### config.mk
export PLATFORM = sky130hd
export DESIGN_NAME = parity_frame_ctrl
export DESIGN_NICKNAME = d
export VERILOG_FILES = /design/src/rtl/parity_frame_ctrl.sv
export SDC_FILE = /design/constraint.sdc
export NUM_CORES = 1
export LEC_CHECK = 0
export BUFFER_PORTS_ARGS = -buffer_cell sky130_fd_sc_hd__buf_2
export CAP_MARGIN = 20
export CORE_ASPECT_RATIO = 0.75
export CORE_MARGIN = 4
export CORE_UTILIZATION = 30
export DETAILED_ROUTE_END_ITERATION = 10
export MAX_ROUTING_LAYER = met4
export PLACE_DENSITY = 0.56
export SETUP_SLACK_MARGIN = 0.2
export SLEW_MARGIN = 20
export SYNTH_ARGS = -nofsm -noshare
export SYNTH_HDL_FRONTEND = slang
export SYNTH_SLANG_ARGS = --single-unit
### constraint.sdc
create_clock -name clk -period 2.7 [get_ports clk]
set_clock_uncertainty 0.1 [all_clocks]
set_input_delay 0.135 -clock clk [delete_from_list [all_inputs] [get_ports clk]]
set_output_delay 0.135 -clock clk [all_outputs]
set_load 0.01 [all_outputs]
### src/rtl/parity_frame_ctrl.sv
// Serial parity framer: shifts a parallel word out LSB first,
// appends one parity beat, and counts completed frames.
module parity_frame_ctrl #(
  parameter int DATA_W = 8,
  parameter bit ODD    = 1'b0
) (
  input  logic              clk,
  input  logic              rst,
  input  logic              in_valid,
  output logic              in_ready,
  input  logic [DATA_W-1:0] in_data,
  output logic              out_valid,
  input  logic              out_ready,
  output logic              out_bit,
  output logic              out_last,
  output logic              busy,
  output logic [7:0]        frame_cnt
);

  localparam int IW = (DATA_W > 1) ? $clog2(DATA_W) : 1;
  localparam logic [IW-1:0] LAST_IDX = IW'(DATA_W - 1);

  typedef enum logic [1:0] {
    IDLE  = 2'd0,
    SHIFT = 2'd1,
    PAR   = 2'd2
  } state_t;

  state_t            state_q, state_d;
  logic [DATA_W-1:0] shreg_q, shreg_d;
  logic              acc_q, acc_d;
  logic [IW-1:0]     idx_q, idx_d;
  logic [7:0]        cnt_q, cnt_d;

  // Next-state and state-decoded handshake/serial outputs.
  always_comb begin
    state_d   = state_q;
    shreg_d   = shreg_q;
    acc_d     = acc_q;
    idx_d     = idx_q;
    cnt_d     = cnt_q;
    in_ready  = 1'b0;
    out_valid = 1'b0;
    out_bit   = 1'b0;
    out_last  = 1'b0;
    unique case (state_q)
      IDLE: begin
        in_ready = 1'b1;
        if (in_valid) begin
          shreg_d = in_data;
          acc_d   = 1'b0;
          idx_d   = '0;
          state_d = SHIFT;
        end
      end
      SHIFT: begin
        out_valid = 1'b1;
        out_bit   = shreg_q[0];
        if (out_ready) begin
          acc_d   = acc_q ^ shreg_q[0];
          shreg_d = shreg_q >> 1;
          idx_d   = idx_q + 1'b1;
          if (idx_q == LAST_IDX) begin
            state_d = PAR;
          end
        end
      end
      PAR: begin
        out_valid = 1'b1;
        out_bit   = acc_q ^ ODD;
        out_last  = 1'b1;
        if (out_ready) begin
          cnt_d   = cnt_q + 8'd1;
          state_d = IDLE;
        end
      end
      default: begin
        state_d = IDLE;
      end
    endcase
  end

  // State register; reset aborts any frame without counting it.
  always_ff @(posedge clk) begin
    if (rst) begin
      state_q <= IDLE;
      shreg_q <= '0;
      acc_q   <= 1'b0;
      idx_q   <= '0;
      cnt_q   <= 8'd0;
    end else begin
      state_q <= state_d;
      shreg_q <= shreg_d;
      acc_q   <= acc_d;
      idx_q   <= idx_d;
      cnt_q   <= cnt_d;
    end
  end

  assign busy      = (state_q != IDLE);
  assign frame_cnt = cnt_q;

endmodule

==> metrics, run 1 <==
Clock H-tree levels 1; Met2 Wirelength 987 microns; top routing layer used met4; RR Startpoint state_q[1]; Post-synth ARST share 0%; detailed-route vias per instance 4.54; sequential-to-total area share from yosys stat 39.0%; Via Count 881; Synth Area per Inst 9.49 sq um; post-cts hold buffer count 0; Met3 Wirelength 60 microns; Starting DRT DRC Count 32; Internal Pwr Total 682 uW; count of port buffers added during placement 24; placed wire-length estimate after detailed placement 1570 microns; Post-Synthesis Cell Area 0.00113 sq mm; number of optimization iterations in the first detailed-route pass 2; Unique masters post-synth 33; register bit count reported by yosys 22; primary flip-flop cell chosen by synthesis mapping dfxtp_1; CP Data Required Time 2.79 ns; crit path launch type flip-flop; core region area 0.00364 sq mm; run status complete, no violations; class of the most critical setup path reg2reg; final sum of negative setup slack 0 ns; die area 0.00482 sq mm; endpoints failing hold 0; setup slack after layout 0.556 ns; post-route ant nets 0; most common cell in the netlist dfxtp_1; Reg power frac 38.8%; aggregate global routing overflow 0; worst IR drop on VDD 525 uV; Hold WS 0.0648 ns; power density cells 828 mW/mm^2; Final Slew Violations 0; switching share of power 37.4%; initial core utilization 31.1%; average wire per standard cell 11.0 microns; area share of the largest cell type after synthesis 39.0%; overall routing resource usage 10.2%; antenna violations before repair 0; Final Cycle Share 79.4%; Clk Latency, worst-skew pair 0.26 ns; final worst path period need 2.14 ns; peak clock frequency supported by timing 466 MHz; Max FO, Critical Path 16; number of cells on the worst reg-to-reg path 6; Arrival @ worst endpoint 2.24 ns; DRC viols 0; Root Driver clkbuf_8; FF-to-FF setup slack 0.56 ns; reg-to-reg endpoint acc_q; die extent in y 61.1 microns; synth warn 0; maximum capacitance violations 0; number of buffers inserted during clock tree synthesis 3; pre-CTS setup slack 0.574 ns; endpoint class of the critical path flip-flop; Layout Area Growth over Synthesis 16.5%; beginning of the critical path state_q[1]; static leakage power 0.000574 uW; count of instances resized after the clock tree is built 0; combinational share of power 42.6%; normalized max-slew margin 56.7%; global-route wire length before repair 3670 microns; actual transition at the worst max-transition pin 0.649 ns; sum of routed wire length over all layers 2140 microns; NetSw 408 uW; clk buf depth 2; total number of placement rows 19; Post-CTS Setup Inserts 0; x dimension of the die 78.9 microns; maximum number of pins on one net before global-route repair 25; detailed-route wire length on metal 1 1040 microns; CP endpoint acc_q; Post-synth EDFFs 0; cell types with the largest area share after synthesis dfxtp_1, ha_1, mux2i_1, nor2_1, a211oi_1; register clock-pin slew on the reported worst setup and hold paths 0.08 ns; clock power share 18.7%; endpoints failing setup 0; RePlAce Congestion 0.737; antenna diode count 0; type of the worst min-delay path in2reg; share of layout cells above drive strength 1 23.9%; Synth Net Count 140; Synth top cells by count dfxtp_1, nor2_1, ha_1, mux2i_1, nand2_1; clk sinks 22; library cell with the largest summed area after synthesis dfxtp_1; Synth Instances 119; count of pins on the block boundary 25; final layout net count 165; unrepaired setup endpoints after global routing no; number of global-route vias before repair 827; TritonCTS clock tree done
==> sequential cells by signal, summed over array words and instances (netlist names) <==
name       cells
frame_cnt      8
idx_q          3
state_q        2
acc_q          1
shreg_q        8
==> power groups by stage <==
stage / Clock [uW] / Combinational (uW) / Sequential [uW]
after floorplan: 0 / 400 / 421
after global placement: 0 / 452 / 427
after detailed placement: 0 / 468 / 428
after CTS: 213 / 469 / 421
after global routing: 223 / 523 / 431
final: 203 / 464 / 422
==> worst max-delay path, stage by stage (launching register included) <==
cell and delay (ns):
dfxtp_1 0.34, inv_1 0.13, ha_1 0.59, nand2_2 0.18, a21oi_4 0.41, nand4b_1 0.14
a21oi_1 0.17
==> area by class of cell <==
| class | count | area, sq um |
|---|---|---|
| clock buffer | 3 | 41.3 |
| inverter | 4 | 15.0 |
| timing repair buffer | 24 | 120 |
| sequential | 22 | 440 |
| multi-input combinational | 89 | 634 |
| tap | 52 | 65.1 |
| fill | 371 | 2320 |
==> logic make-up after synthesis <==
kind of cell,Yosys count,synth area share (%)
AND/OR/NAND/NOR,44,20.0
buffers and inverters,8,4.87
multiplexers,9,7.97
AO/OA/AOI/OAI,21,13.5
adder cells (fa/ha/maj),9,9.97
XOR/XNOR,6,4.65
flip-flops,22,39.0
==> worst min path at each step <==
stage	start	end	slack (ns)	cells after the start
finish	in_data[7]	shreg_q[7]	0.06	3
floorplan	out_ready	frame_cnt[1]	0.19	2
global placement	in_data[7]	shreg_q[7]	0.32	3
global route	in_data[7]	shreg_q[7]	0.09	3
CTS	in_data[7]	shreg_q[7]	0.05	3
detailed placement	in_data[7]	shreg_q[7]	0.34	3
==> metal layers <==
metal,track usage [%],vias to the layer above
li1,-,458
met5,-,-
met3,2.19,6
met4,5.88,0
met2,16.8,11
met1,11.7,406
==> cell usage in the layout (no fill, tap or decap), types with 2 or more instances in the layout <==
cell type   n
a211oi_1    6
a21oi_1     6
a22oi_1     3
buf_2      24
clkbuf_8    3
dfxtp_1    22
ha_1        9
inv_1       4
mux2i_1     9
nand2_1     8
nand2b_1    4
nand3_1     2
nor2_1     17
nor3_1      2
o21ai_0     2
xor2_1      5
==> metrics by stage <==
stage | power, uW | cell area, sq um | utilization, % | cells
floorplan | 821 | 1130 | - | 119
global placement | 879 | 1270 | 35.1 | 191
detailed placement | 895 | 1270 | 35.1 | 191
CTS | 1100 | 1320 | 36.2 | 194
global route | 1180 | 1320 | 36.2 | 194
finish | 1090 | 1320 | 36.2 | 194
No activity file was read; power rests on OpenSTA's default activity.
==> run 2, diff against run 1 <==
--- a/config.mk
+++ b/config.mk
@@ -12,7 +12,7 @@
 export CORE_UTILIZATION = 30
 export DETAILED_ROUTE_END_ITERATION = 10
 export MAX_ROUTING_LAYER = met4
-export PLACE_DENSITY = 0.56
+export PLACE_DENSITY = 0.58
 export SETUP_SLACK_MARGIN = 0.2
 export SLEW_MARGIN = 20
 export SYNTH_ARGS = -nofsm -noshare
==> constraint.sdc (replaced) <==
create_clock -name clk -period 1.86 [get_ports clk]
set_clock_uncertainty 0.1 [all_clocks]
set_input_delay 0.093 -clock clk [delete_from_list [all_inputs] [get_ports clk]]
set_output_delay 0.093 -clock clk [all_outputs]
set_load 0.01 [all_outputs]
==> run 2 against run 1 <==
Net effect: sequential cell count is the same; sequential share of layout area down 4.6 points; die area unchanged; critical path depth is 1 higher; routed wire length rose by 9.7%; power grew 90%; critical path type unchanged; critical endpoint is now shreg_q[5]; highest routed layer unchanged.
==> metrics, run 2 (synthesis results as in run 1) <==
DRC viols 0 (unchanged); cell at the slowest stage of the critical path dfxtp_4 (was ha_1); count of port buffers added during placement 24 (unchanged); Layout Utilization 42.5% (was 36.2%); clk sinks 22 (unchanged); Final Cycle Share 91.7% (was 79.4%); static leakage power 0.000657 uW (was 0.000574 uW); most common library cell in the layout ignoring fill and taps buf_2 (unchanged); Largest stage delay, worst path 0.39 ns (was 0.59 ns); Starting DRT DRC Count 27 (was 32); number of buffers inserted during clock tree synthesis 3 (unchanged); leading cell types in the layout, fill and taps excluded buf_2, dfxtp_1, nor2_1 (unchanged); CP Data Required Time 1.89 ns (was 2.79 ns); sum of routed wire length over all layers 2350 microns (was 2140 microns); placed wire-length estimate after detailed placement 1570 microns (about the same); TritonCTS clock tree done (unchanged); area of all placed cells without fillers 0.00155 sq mm (was 0.00132 sq mm); average wire per standard cell 11.3 microns (was 11.0 microns); crit path launch type flip-flop (unchanged); RePlAce Congestion 0.733 (was 0.737); Layout Area Growth over Synthesis 36.8% (was 16.5%); Clock H-tree levels 1 (unchanged); placed cell area 0.00128 sq mm (was 0.00127 sq mm); peak clock frequency supported by timing 587 MHz (was 466 MHz); Final Slew Violations 0 (unchanged); overall routing resource usage 10.1% (was 10.2%); aggregate global routing overflow 0 (unchanged); setup slack after layout 0.155 ns (was 0.556 ns); Worst Path Buf+Inv 3 (was 1); final sum of negative setup slack 0 ns (unchanged); number of optimization iterations in the first detailed-route pass 2 (unchanged); post-route ant nets 0 (unchanged); maximum number of pins on one net before global-route repair 25 (unchanged); antenna diode count 0 (unchanged); Root Driver clkbuf_8 (unchanged); clk buf depth 2 (unchanged); Clk Latency, worst-skew pair 0.25 ns (was 0.26 ns); class of the most critical setup path reg2reg (unchanged); normalized max-slew margin 70.3% (was 56.7%); type of the worst min-delay path in2reg (unchanged); Max FO, Critical Path 8 (was 16); cells traversed along the worst timing path clkinvlp_4 -> ha_4 -> and2b_2 -> a21oi_4 -> clkbuf_16 -> buf_4 -> a211oi_2 (was inv_1 -> ha_1 -> nand2_2 -> a21oi_4 -> nand4b_1 -> a21oi_1); detailed-route vias per instance 4.48 (was 4.54); power density cells 1340 mW/mm^2 (was 828 mW/mm^2); die area 0.00482 sq mm (unchanged); total number of placement rows 19 (unchanged); endpoints failing setup 0 (unchanged); Arrival @ worst endpoint 1.74 ns (was 2.24 ns); worst IR drop on VDD 635 uV (was 525 uV); largest delay contributor family on the critical path buffers and inverters (was adder cells); initial core utilization 31.1% (unchanged); Via Count 928 (was 881); unrepaired setup endpoints after global routing yes (was no); post-cts hold buffer count 0 (unchanged); maximum capacitance violations 0 (unchanged); run status complete, no violations (unchanged); final layout net count 177 (was 165); register clock-pin slew on the reported worst setup and hold paths 0.08 ns (about the same); actual transition at the worst max-transition pin 0.446 ns (was 0.649 ns); endpoint class of the critical path flip-flop (unchanged); x dimension of the die 78.9 microns (unchanged); number of global-route vias before repair 868 (was 827); die extent in y 61.1 microns (unchanged); overall power of the completed layout 2070 uW (was 1090 uW); global-route wire length before repair 3800 microns (was 3670 microns); endpoints failing hold 0 (unchanged); count of pins on the block boundary 25 (unchanged); antenna violations before repair 0 (unchanged); core region area 0.00364 sq mm (unchanged); final worst path period need 1.70 ns (was 2.14 ns); pre-CTS setup slack 0.0251 ns (was 0.574 ns); share of layout cells above drive strength 1 40.0% (was 23.9%)
run 2: changes by cell type in the layout (fill, tap and decap cells not counted), moves of 2 or more:
cell,before,now
inv_1,4,2
ha_4,0,3
dfxtp_1,22,20
a211oi_2,1,3
a211oi_1,6,4
ha_1,9,5
buf_4,0,8
run 2: timing repair:
action                     CTS  global route
setup buffers                2             8
pin swaps                    0             7
gates cloned                 0             1
resized for setup            5            18
setup endpoints to repair   12            17
run 2: path summary, 6_finish.rpt:
| kind | end | cells past startpoint | slack (ns) | from |
|---|---|---|---|---|
| max reg2reg | shreg_q[5] | 7 | 0.16 | state_q[0] |
| max | shreg_q[5] | 7 | 0.16 | state_q[0] |
| min | shreg_q[7] | 3 | 0.006 | in_data[7] |
| min reg2reg | shreg_q[7] | 2 | 0.36 | shreg_q[7] |
run 2: power by group:
| part | internal (uW) | total [uW] | leakage, uW | switching [uW] |
|---|---|---|---|---|
| combinational | 590 | 1100 | 0.000447 | 508 |
| sequential | 563 | 632 | 0.000180 | 68.9 |
| clock | 188 | 337 | 0.0000288 | 149 |
| total | 1340 | 2070 | 0.000657 | 726 |
run 2: tightest hold or removal path: cells and delay by family:
kind,cells,cell delay [ns]
buf+inv,1,0.10
simple gates,1,0.07
compound gates,1,0.05
run 2: area by class of cell:
class                           instances  area [sq um]
Fill cell                             359          2090
Multi-Input combinational cell         89           709
Sequential cell                        22           445
Timing Repair Buffer                   36           251
Tap cell                               52          65.1
Clock buffer                            4          55.1
Inverter                                4          18.8
run 2: per-layer routing:
layer,GRT usage [%],up-vias,wire length [microns]
met5,-,-,0
met1,12.9,431,1080
met3,1.75,2,31
met2,16.0,9,1210
li1,-,486,-
met4,4.66,0,25
run 2: stage by stage:
| step | cells | hold WS, ns |
|---|---|---|
| 3_3_place_gp | 192 | 0.275 |
| 5_1_grt | 207 | 0.0408 |
| 4_1_cts | 198 | 0.00635 |
| 6_report | 207 | 0.00575 |
| 3_5_place_dp | 192 | 0.281 |
| 2_1_floorplan | 119 | 0.151 |
